[src/rtl/mem_burst_seq.sv]
// Burst memory sequencer: turns one read/write command into per-word memory
// requests with per-word timeout, bounded reissue and abort support.
module mem_burst_seq #(
  parameter int unsigned ADDR_W    = 16,
  parameter int unsigned DATA_W    = 16,
  parameter int unsigned MAX_BURST = 8,
  parameter int unsigned TIMEOUT   = 255,
  parameter int unsigned RETRIES   = 2
) (
  input  logic                             clk,
  input  logic                             reset,
  input  logic                             cmd_valid,
  output logic                             cmd_ready,
  input  logic                             cmd_write,
  input  logic [ADDR_W-1:0]                cmd_addr,
  input  logic [$clog2(MAX_BURST+1)-1:0]   cmd_len,
  input  logic                             cmd_abort,
  input  logic                             wr_valid,
  output logic                             wr_ready,
  input  logic [DATA_W-1:0]                wr_data,
  output logic                             rd_valid,
  output logic [DATA_W-1:0]                rd_data,
  output logic                             request,
  output logic                             request_type,
  output logic [ADDR_W-1:0]                request_address,
  output logic [DATA_W-1:0]                data_out,
  input  logic [DATA_W-1:0]                memory_in,
  input  logic                             memory_ready,
  input  logic                             write_complete,
  output logic                             done,
  output logic                             error,
  output logic                             aborted,
  output logic [$clog2(MAX_BURST+1)-1:0]   beats
);

  localparam int unsigned LEN_W = $clog2(MAX_BURST + 1);
  localparam int unsigned TMR_W = $clog2(TIMEOUT + 1);
  localparam int unsigned RTY_W = 4;

  typedef enum logic [2:0] {IDLE, WDATA, ISSUE, WAIT, DONE} state_t;

  state_t              state, state_n;
  logic [ADDR_W-1:0]   addr, addr_n;
  logic [LEN_W-1:0]    len, len_n;
  logic                wr_mode, wr_mode_n;
  logic [TMR_W-1:0]    timer, timer_n;
  logic [RTY_W-1:0]    retry, retry_n;
  logic [LEN_W-1:0]    beats_n;
  logic                error_n, aborted_n;
  logic                request_n, request_type_n;
  logic [ADDR_W-1:0]   request_address_n;
  logic [DATA_W-1:0]   data_out_n, rd_data_n;
  logic                rd_valid_n, wr_ready_n, cmd_ready_n, done_n;

  logic [LEN_W-1:0]    len_clamp;
  logic [LEN_W-1:0]    beats_inc;
  logic                cplt;
  logic                tmo;

  assign len_clamp = (cmd_len > LEN_W'(MAX_BURST)) ? LEN_W'(MAX_BURST) : cmd_len;
  assign beats_inc = beats + LEN_W'(1);
  // Only the strobe matching the burst direction counts as completion.
  assign cplt      = wr_mode ? write_complete : memory_ready;
  assign tmo       = (timer == TMR_W'(TIMEOUT - 1));

  always_ff @(posedge clk) begin
    if (reset) begin
      state           <= IDLE;
      addr            <= '0;
      len             <= '0;
      wr_mode         <= 1'b0;
      timer           <= '0;
      retry           <= '0;
      beats           <= '0;
      error           <= 1'b0;
      aborted         <= 1'b0;
      request         <= 1'b0;
      request_type    <= 1'b0;
      request_address <= '0;
      data_out        <= '0;
      rd_valid        <= 1'b0;
      rd_data         <= '0;
      wr_ready        <= 1'b0;
      cmd_ready       <= 1'b1;
      done            <= 1'b0;
    end else begin
      state           <= state_n;
      addr            <= addr_n;
      len             <= len_n;
      wr_mode         <= wr_mode_n;
      timer           <= timer_n;
      retry           <= retry_n;
      beats           <= beats_n;
      error           <= error_n;
      aborted         <= aborted_n;
      request         <= request_n;
      request_type    <= request_type_n;
      request_address <= request_address_n;
      data_out        <= data_out_n;
      rd_valid        <= rd_valid_n;
      rd_data         <= rd_data_n;
      wr_ready        <= wr_ready_n;
      cmd_ready       <= cmd_ready_n;
      done            <= done_n;
    end
  end

  always_comb begin
    state_n           = state;
    addr_n            = addr;
    len_n             = len;
    wr_mode_n         = wr_mode;
    timer_n           = timer;
    retry_n           = retry;
    beats_n           = beats;
    error_n           = error;
    aborted_n         = aborted;
    data_out_n        = data_out;
    rd_data_n         = rd_data;
    rd_valid_n        = 1'b0;
    request_type_n    = request_type;
    request_address_n = request_address;

    case (state)
      IDLE: begin
        if (cmd_valid && cmd_ready) begin
          addr_n    = cmd_addr;
          wr_mode_n = cmd_write;
          len_n     = len_clamp;
          beats_n   = '0;
          error_n   = 1'b0;
          aborted_n = 1'b0;
          retry_n   = '0;
          if (len_clamp == '0) begin
            state_n = DONE;
          end else if (cmd_write) begin
            state_n = WDATA;
          end else begin
            state_n = ISSUE;
          end
        end
      end
      WDATA: begin
        if (cmd_abort) begin
          aborted_n = 1'b1;
          state_n   = DONE;
        end else if (wr_valid && wr_ready) begin
          data_out_n = wr_data;
          state_n    = ISSUE;
        end
      end
      ISSUE: begin
        if (cmd_abort) begin
          aborted_n = 1'b1;
          state_n   = DONE;
        end else begin
          state_n = WAIT;
        end
      end
      WAIT: begin
        // Abort wins over a same-cycle completion; completion wins over timeout.
        if (cmd_abort) begin
          aborted_n = 1'b1;
          state_n   = DONE;
        end else if (cplt) begin
          beats_n = beats_inc;
          addr_n  = addr + ADDR_W'(1);
          retry_n = '0;
          if (!wr_mode) begin
            rd_valid_n = 1'b1;
            rd_data_n  = memory_in;
          end
          if (beats_inc == len) begin
            state_n = DONE;
          end else if (wr_mode) begin
            state_n = WDATA;
          end else begin
            state_n = ISSUE;
          end
        end else if (tmo) begin
          if (retry < RTY_W'(RETRIES)) begin
            retry_n = retry + RTY_W'(1);
            state_n = ISSUE;
          end else begin
            error_n = 1'b1;
            state_n = DONE;
          end
        end else begin
          timer_n = timer + TMR_W'(1);
        end
      end
      DONE: begin
        state_n = IDLE;
      end
      default: begin
        state_n = IDLE;
      end
    endcase

    // Registered outputs are derived from the state being entered.
    request_n = (state_n == ISSUE);
    if (request_n) begin
      request_address_n = addr_n;
      request_type_n    = wr_mode_n;
      timer_n           = '0;
    end
    done_n      = (state_n == DONE);
    cmd_ready_n = (state_n == IDLE);
    wr_ready_n  = (state_n == WDATA);
  end

endmodule

[config.mk]
export PLATFORM = sky130hd
export DESIGN_NAME = mem_burst_seq
export DESIGN_NICKNAME = d
export VERILOG_FILES = /design/src/rtl/mem_burst_seq.sv
export SDC_FILE = /design/constraint.sdc
export NUM_CORES = 1
export LEC_CHECK = 0
export ABC_AREA = 1
export CORE_MARGIN = 3
export CORE_UTILIZATION = 44
export CTS_BUF_LIST = sky130_fd_sc_hd__clkbuf_16
export DETAILED_ROUTE_END_ITERATION = 10
export PLACE_DENSITY = 0.77
export SYNTH_ARGS = -nofsm -noshare
export SYNTH_HDL_FRONTEND = slang
export SYNTH_SLANG_ARGS = --single-unit
[constraint.sdc]
create_clock -name clk -period 1.8 [get_ports clk]
set_input_delay 0.54 -clock clk [delete_from_list [all_inputs] [get_ports clk]]
set_output_delay 0.54 -clock clk [all_outputs]
set_load 0.05 [all_outputs]
**Word level (Yosys, flattened, before mapping)**

Index checks and enable logic that the tools add are counted.

- Memories kept: 0
- Register bits after elaboration: 96
- Memory bits (read-only): 0
- Input port bits: 60
- Word-level logic and storage cells: 103
- RAM bits: 0
- Output and inout port bits: 60
- Bits in latches: 0

- $add $sub $neg: 4
- Mux-type cells: 39
- Reductions and logical operators: 18
- Order comparisons: 2
- Bitwise gates (word level): 5
- $mul: 0
- Equality and inequality tests: 17
- Shifts and indexed selects: 0
- Divide/modulo/power cells: 0

Operators by type and width:

| operator | count |
|---|---|
| $mux 16 | 3 |
| $mux 4 | 8 |
| $pmux 16 s2 | 1 |
| $mux 3 | 10 |
| $add 16x1->16 const B | 1 |
| $pmux 4 s2 | 2 |
| $ne 2x2->1 const B | 6 |
| $pmux 3 s4 | 1 |
| $reduce_and 4->1 | 3 |
| $mux 1 | 10 |
| $eq 3x2->1 const B | 3 |
| $add 4x1->4 const B | 2 |
| $add 8x1->8 const B | 1 |
| $eq 8x8->1 const B | 1 |
| $eq 3x1->1 const B | 2 |
| $logic_not 3->1 | 2 |
| $ne 3x3->1 const B | 2 |
| $reduce_and 3->1 | 2 |
| $reduce_and 6->1 | 1 |
| $not 1->1 | 5 |
| $reduce_and 5->1 | 1 |
| $eq 4x4->1 | 1 |
| $gt 4x4->1 const B | 1 |
| $logic_not 4->1 | 1 |
| other kinds (11) | 15 |

**Longest topological paths before layout**

- Word-level depth: 8
- Depth in mapped cells: 14
- Gate-level depth less buffers: 13

**Worst setup path before layout**

OpenSTA, ideal clock, no wires.

- Kind: reg2reg
- Start: register beats[0]
- End: register request_address[15]
- Library setup time: 0.114 ns
- Cell stages (with the launch flop): 12
- Required time: 1.686 ns
- Setup slack: -0.379 ns
- Clock period less this slack: 2.179 ns
- Buffers on the path: 2
- Arrival: 2.065 ns
- Cell sequence: dfxtp_1 > ha_1 > nor2_1 > o21ai_0 > nor2_1 > nand2_1 > a21oi_2 > nand2_1 > buf_6 > buf_6 > nand3_1 > nand2_1

- Cells in the longest elaborated chain, start to end: 7

Ends and longest elaborated chain:

| item | line | source |
|---|---|---|
| start: declaration | 33 | `output logic [$clog2(MAX_BURST+1)-1:0] beats` |
| start signal: assignment | 93 | `beats <= beats_n;` |
| $add 4x1->4 | 61 | `assign beats_inc = beats + LEN_W'(1);` |
| $eq 4x4->1 | 173 | `if (beats_inc == len) begin` |
| $mux 3 | 173 |  |
| $mux 3 | 165 | `end else if (cplt) begin` |
| $mux 3 | 162 | `if (cmd_abort) begin` |
| $pmux 3 s4 | 124 | `case (state)` |
| $eq 3x2->1 | 201 | `request_n = (state_n == ISSUE);` |
| end signal: assignment | 98 | `request_address <= request_address_n;` |
| end: declaration | 25 | `output logic [ADDR_W-1:0] request_address,` |

Every way passes these cells.
A chain may end at the register's enable or synchronous reset.

**Final worst setup path**

- Start: register beats[1]
- End: register request_address[11]

Same word-level chain as after synthesis.

==> qor.json <==
{
  "die_x": {"value": 106, "unit": "µm"},
  "pin_count": {"value": 120},
  "clock_power_share": {"value": 31.7, "unit": "%"},
  "power.share.switching": {"value": 31.2, "unit": "%"},
  "crit_path_end": {"value": "request_address[11]$_SDFFE_PP0N_"},
  "slew_viol_final": {"value": 0},
  "async_reset_ff_share": {"value": 0, "unit": "%"},
  "wirelength": {"value": 13500, "unit": "µm"},
  "layout-drive-gt1-share": {"value": 27.9, "unit": "%"},
  "hold_vio_cnt_final": {"value": 0},
  "final_nets": {"value": 884},
  "num-fill-cells": {"value": 743},
  "grt_setup_unrepaired": {"value": "true"},
  "cp-startpoint": {"value": "beats[1]$_SDFFE_PP0P_"},
  "dr.first_iter.drc_count": {"value": 222},
  "clock_tree_from_tritoncts": {"value": "yes"},
  "rows": {"value": 35},
  "syn-instance-count": {"value": 639},
  "synth_enable_flop_cells": {"value": 0},
  "buffer_ports.inserted": {"value": 119},
  "vias_per_cell": {"value": 5.22},
  "grt_overflow": {"value": 0},
  "firstDrtPassIters": {"value": 5},
  "post-place-cells": {"value": 922},
  "max-clock-path-buffers": {"value": 2},
  "r2r_setup_slack": {"value": 5, "unit": "ps"},
  "synth_warnings": {"value": 0},
  "min_period_over_period": {"value": 99.7, "unit": "%"},
  "timing_worst_setup_path_type": {"value": "reg -> reg"},
  "cts_hold_buffers": {"value": 0},
  "flow.area_growth_from_synthesis": {"value": 54.8, "unit": "%"},
  "tightest_slew": {"value": 610, "unit": "ps"},
  "synth.yosys.seq_area_share": {"value": 43.7, "unit": "%"},
  "drt_drc_violations_left": {"value": 0},
  "dp_hpwl": {"value": 9470, "unit": "µm"},
  "number_of_antenna_violations_at_the_first_check_in_global_routing": {"value": 2},
  "die_span_in_y": {"value": 106, "unit": "µm"},
  "timing.fmax": {"value": 557, "unit": "MHz"},
  "p_leak": {"value": 2.94, "unit": "nW"},
  "critical_path_arrival": {"value": 2080, "unit": "ps"},
  "power_frac_comb": {"value": 26.1, "unit": "%"},
  "cts.htree.levels": {"value": 3},
  "powerDensity": {"value": 815, "unit": "nW/µm²"},
  "clock_sink_count": {"value": 96},
  "regToRegEndpoint": {"value": "request_address[11]$_SDFFE_PP0N_"},
  "final.setup_skew": {"value": 8.67, "unit": "ps"},
  "clk_pin_slew": {"value": 70, "unit": "ps"},
  "critPathRequiredTime": {"value": 2080, "unit": "ps"},
  "clock_tree.root_cell": {"value": "clkbuf_16"},
  "crit_path_max_fanout": {"value": 8},
  "ant_nets": {"value": 0},
  "cts_inserted_buffers": {"value": 9},
  "grtUsageTotal": {"value": 22.5, "unit": "%"},
  "initial_core_util": {"value": 46.5, "unit": "%"},
  "number_of_global_route_vias_before_repair": {"value": 4701},
  "core_region_area": {"value": 9460, "unit": "µm²"},
  "grt_first_pass_wirelength": {"value": 20800, "unit": "µm"},
  "outcome": {"value": "complete, no violations"},
  "setup_viol": {"value": 0},
  "vdd_ir_drop_max": {"value": 492, "unit": "µV"},
  "synthesis.area": {"value": 4400, "unit": "µm²"},
  "totalPowerFinal": {"value": 5.54, "unit": "mW"},
  "via_count": {"value": 4983},
  "synth.avg_cell_area": {"value": 6.88, "unit": "µm²"},
  "final_cell_count_no_fill": {"value": 954},
  "min_period": {"value": 1790, "unit": "ps"},
  "p_int": {"value": 3.81, "unit": "mW"},
  "worst_slew_margin_rel": {"value": 59.3, "unit": "%"},
  "power_dissipated_by_switching_net_loads": {"value": 1.73, "unit": "mW"},
  "min_path_type": {"value": "reg -> reg"},
  "synth_ff_type": {"value": "dfxtp_1"},
  "dieArea": {"value": 11200, "unit": "µm²"},
  "cp-end-kind": {"value": "flip-flop"},
  "synth.net_count": {"value": 704},
  "reg2regPathDepth": {"value": 13},
  "post_synthesis_register_bit_count": {"value": 96},
  "netlist-cell-type-count": {"value": 31},
  "timing.critical_path.from_type": {"value": "flip-flop"},
  "power.sequential.fraction": {"value": 42.1, "unit": "%"},
  "grt_max_degree": {"value": 52},
  "gp_congestion": {"value": 0.911},
  "route.detailed.wl_per_inst": {"value": 14.1, "unit": "µm"},
  "regToRegStartpoint": {"value": "beats[1]$_SDFFE_PP0P_"},
  "cap_violations": {"value": 0},
  "worst_skew_pair.late_latency": {"value": 330, "unit": "ps"}
}
-- synth_stat cells (3+ instances only) --
master	number	area (µm²)
inv_1	67	251
dfxtp_1	96	1920
nor2_2	3	18.8
xor2_1	6	52.6
buf_1	3	11.3
nor3_1	9	45.0
nor2_1	76	285
o21ai_0	33	165
a211oi_1	3	22.5
a31oi_1	4	25.0
nand2_1	171	642
nand3_1	65	325
nand3_2	4	40.0
nand2_2	3	18.8
buf_2	5	25.0
nand4_1	9	56.3
ha_1	5	62.6
a21oi_1	49	245
or2_2	3	18.8
clkbuf_1	11	41.3
-- area by class of cell --
class | instances | area (µm²) | share of cell area (%)
Multi-Input combinational cell | 451 | 2310 | 34.0
Sequential cell | 96 | 1940 | 28.5
Timing Repair Buffer | 191 | 1850 | 27.2
Inverter | 70 | 265 | 3.90
Clock buffer | 9 | 225 | 3.31
Tap cell | 129 | 161 | 2.37
Clock inverter | 7 | 47.5 | 0.699
Antenna cell | 1 | 2.50 | 0.0368
-- power by group through the flow --
| stage | sequential (mW) | combinational (mW) | clock (mW) |
|---|---|---|---|
| 6_report | 2.34 | 1.45 | 1.76 |
| 5_1_grt | 2.35 | 1.56 | 1.86 |
| 4_1_cts | 2.33 | 1.36 | 1.77 |
| 3_5_place_dp | 2.38 | 1.25 | 0 |
| 3_3_place_gp | 2.37 | 1.23 | 0 |
| 2_1_floorplan | 2.51 | 0.515 | 0 |
-- state kept, by name, summed over array words and instances, names as in the netlist, 3 cells and up --
| register | count |
|---|---|
| addr | 16 |
| beats | 4 |
| data_out | 16 |
| len | 4 |
| rd_data | 16 |
| request_address | 16 |
| retry | 4 |
| state | 3 |
| timer | 8 |
-- critical path, stage by stage, from the launching register on --
cell and delay, ps:
dfxtp_4 350, ha_4 160, inv_2 50, nand2_1 80, nand3_2 80, nand2_2 70, nor2_4 140, nand2_2 90
a21oi_4 200, nand2_4 100, buf_8 150, nor2_8 140, nand2_1 70, nand2_1 50
-- metal layers --
| metal | track usage (%) | vias up | wire length, µm |
|---|---|---|---|
| li1 | - | 2414 | - |
| met1 | 25.1 | 2312 | 5250 |
| met2 | 39.4 | 202 | 6720 |
| met3 | 6.62 | 53 | 1010 |
| met4 | 9.99 | 2 | 491 |
| met5 | 0 | - | 13 |
-- kinds of logic after synthesis --
| family | share of synthesized area (%) |
|---|---|
| flip-flops | 43.7 |
| AO/OA/AOI/OAI | 10.8 |
| adder cells (fa/ha/maj) | 1.42 |
| XOR/XNOR | 1.20 |
| AND/OR/NAND/NOR | 34.4 |
| buffers and inverters | 8.43 |
-- stage by stage --
stage	cell area (µm²)	hold WS [ps]	TNS (ps)	setup WS (ps)	util, %
global placement	6200	436	-26260	-465	65.6
CTS	6620	448	0	2.73	70.0
finish	6800	446	0	5.40	71.9
detailed placement	6200	436	-30040	-528	65.6
global route	6800	476	-1050	-104	71.9
floorplan	4420	423	-10.2	-1.46	-
-- cell usage in the layout (no fill, tap or decap), types with 4 or more instances in the layout --
cell type,instances
xor2_1,6
nand4_1,9
o21ai_0,28
dlygate4sd2_1,5
nand2_2,17
buf_4,105
a31oi_1,4
dfxtp_1,87
o21ai_1,4
buf_12,21
buf_6,4
clkbuf_16,9
dfxtp_2,7
nor2_1,69
nor2_2,7
inv_2,11
nand3_2,11
a21oi_1,41
nand2_1,155
clkdlybuf4s50_1,50
nor3_1,8
nand3_1,58
a21oi_2,8
inv_1,59
nor2_4,4
-- worst min-delay path by stage --
stage / startpoint / endpoint / slack [ps] / cells after the start
finish: retry[3]$_SDFFE_PP0P_ / retry[3]$_SDFFE_PP0P_ / 450 / 2
CTS: retry[3]$_SDFFE_PP0P_ / retry[3]$_SDFFE_PP0P_ / 450 / 2
detailed placement: retry[3]$_SDFFE_PP0P_ / retry[3]$_SDFFE_PP0P_ / 440 / 2
global route: rd_data[3]$_SDFFE_PP0P_ / rd_data[3]$_SDFFE_PP0P_ / 480 / 2
floorplan: retry[3]$_SDFFE_PP0P_ / retry[3]$_SDFFE_PP0P_ / 420 / 2
global placement: retry[3]$_SDFFE_PP0P_ / retry[3]$_SDFFE_PP0P_ / 440 / 2
-- timing repair --
item	4_1_cts	5_1_grt
resized for setup	31	54
pin swaps	23	20
gates cloned	1	0
setup buffers	9	5
endpoints found under the setup margin	56	47
(Power assumes the default switching activity.)
==> RTL change, RTL diff (config.mk and constraints unchanged) <==
Change the parameter `TIMEOUT` from 255 to 510.
--- a/src/rtl/mem_burst_seq.sv
+++ b/src/rtl/mem_burst_seq.sv
@@ -5,5 +5,5 @@
   parameter int unsigned DATA_W    = 16,
   parameter int unsigned MAX_BURST = 8,
-  parameter int unsigned TIMEOUT   = 255,
+  parameter int unsigned TIMEOUT   = 510,
   parameter int unsigned RETRIES   = 2
 ) (
Check against the original RTL: no difference found for any inputs over 4 cycles, from zero or initial values and one cycle with reset high; that may be too few to reach the edited logic, so the function may still have changed.
==> RTL change against the unedited design <==
  * The flow now finishes with violations (setup timing)
  * Critical path depth stayed put
  * Combinational power is 11% higher
  * Clock skew is 0.80 ps higher
  * Setup slack worse by 71 ps
  * Count of clock-buffer cells in the layout stayed put
  * Hold slack better by 12 ps
  * Area after synthesis is 4.0% higher
  * Sequential cell count is 1 higher
  * Sequential power is 2% higher
  * Power is 5.1% higher
  * Final area is 1.1% higher
  * Clock power is 3% higher
  * Routed wire length is 3.4% higher
  * Critical path type unchanged
==> RTL change: results <==
placement:
  globalplace.congestion: 0.893
  place.port_buffers: 119
  placement.setup.worst_slack_ps: -507
  placement.cell_area_mm2: 0.00631
  hpwlAfterDp_mm: 9.88
setup_path:
  crit_arrival_ps: 2160
  worst-path-max-fanout: 7
  crit_slowest_cell: "dfxtp_4"
  slowest_delay_ps: 350
  timing.rr.end: "request_address[14]"
  worst-setup-path-type: "flip-flop to flip-flop"
yosys:
  synthTopCellsByCount: "nand2_1 (160), dfxtp_1 (97), nand3_1 (70)"
  synthTopCellsByArea: "dfxtp_1 (42%), nand2_1 (13%), nand3_1 (7.7%)"
  ys_seq_area_share_pct: 42.5
  yosys_warnings: 0
  synth_fp_nets: 710
  synth-async-reset-ratio_pct: 0
  yosysUniqueCellTypes: 39
clock_network:
  worst_skew_pair.late_latency_ps: 350
  cts_buffers: 9
  htree_levels: 3
global_route:
  maximum_number_of_pins_on_one_net_before_global_route_repair: 47
  grt_pass1_vias: 4719
  use_met1_pct: 27.9
  met2_usage_pct: 38.3
  grt_first_pass_wirelength_mm: 21.4
  grt_antenna_before_repair: 1
  grt.met3_usage_pct: 5.25
  grtUsageTotal_pct: 22.8
pwr:
  p_leak_nw: 2.97
  max-vdd-ir-drop_mv: 0.500
outcome:
  outcome: "complete, but fails checks"
  failed_checks: "setup timing"
route:
  wire_length_on_met1_mm: 5.84
  highest_layer: "met4"
  route.final.wire_length_mm: 13.9
  vias: 4950
  drt_first_iter_violations: 406
  met3_wire_length_mm: 1.13
  1st_pass_router_iterations: 5
  route.met2.wl_mm: 6.59
timing:
  worst_slack_ps: -65.8
  layout_skew_ps: 9.46
  setup-violations-final: 20
  slew-limit-headroom_pct: 79.7
worst_hold_path:
  min-delay-start: "retry[2]"
  worstHoldEndpoint: "retry[2]"
cells_and_area:
  layout.nets: 879
  final_layout_size_suffix_gt1_share_pct: 25.6
## RTL change: kinds of logic after synthesis
kind of cell	share of synthesized area [%]
xor+xnor	0.958
buf+inv	8.65
compound gates	11.6
simple gates	34.9
flops	42.5
fa+ha+maj	1.37
## RTL change: timing repair
action / CTS / global route
setup endpoints to repair: 31 / 55
pin swaps: 9 / 9
resized for setup: 18 / 31
hold endpoints to repair: 0 / 0
setup buffers: 5 / 5
hold buffers: 0 / 0
gates cloned: 1 / 3
## RTL change: area by class of cell
type | instances | area (um2)
inverters | 69 | 273
repair inverters | 2 | 12.5
repair buffers | 178 | 1790
diodes | 3 | 7.51
well taps | 133 | 166
clock inverters | 7 | 52.6
clock buffers | 9 | 225
flip-flops and latches | 97 | 1950
multi-input cells | 457 | 2400
fillers | 761 | 3080
## RTL change: power breakdown
part | internal (mW) | leakage (nW) | switching [mW] | total [mW]
sequential | 2.27 | 0.789 | 0.126 | 2.39
clock | 0.948 | 0.134 | 0.871 | 1.82
combinational | 0.697 | 2.05 | 0.916 | 1.61
total | 3.91 | 2.97 | 1.91 | 5.83
## RTL change: through the flow
stage | setup TNS [ps] | total power [mW] | hold slack, ps | std cells
after global routing | -3090 | 6.09 | 471 | 955
after CTS | 0 | 5.71 | 458 | 944
after global placement | -27730 | 3.82 | 429 | 922
after floorplan | 0 | 3.22 | 419 | 645
after detailed placement | -30760 | 3.85 | 449 | 922
final | -570 | 5.83 | 458 | 955
## RTL change: worst register-to-register path, delay by kind of cell, from the launching register on
family / cells / cell delay, ps
buf+inv: 2 / 260
simple gates: 9 / 820
flops: 1 / 350
xor+xnor: 1 / 100
fa+ha+maj: 1 / 280
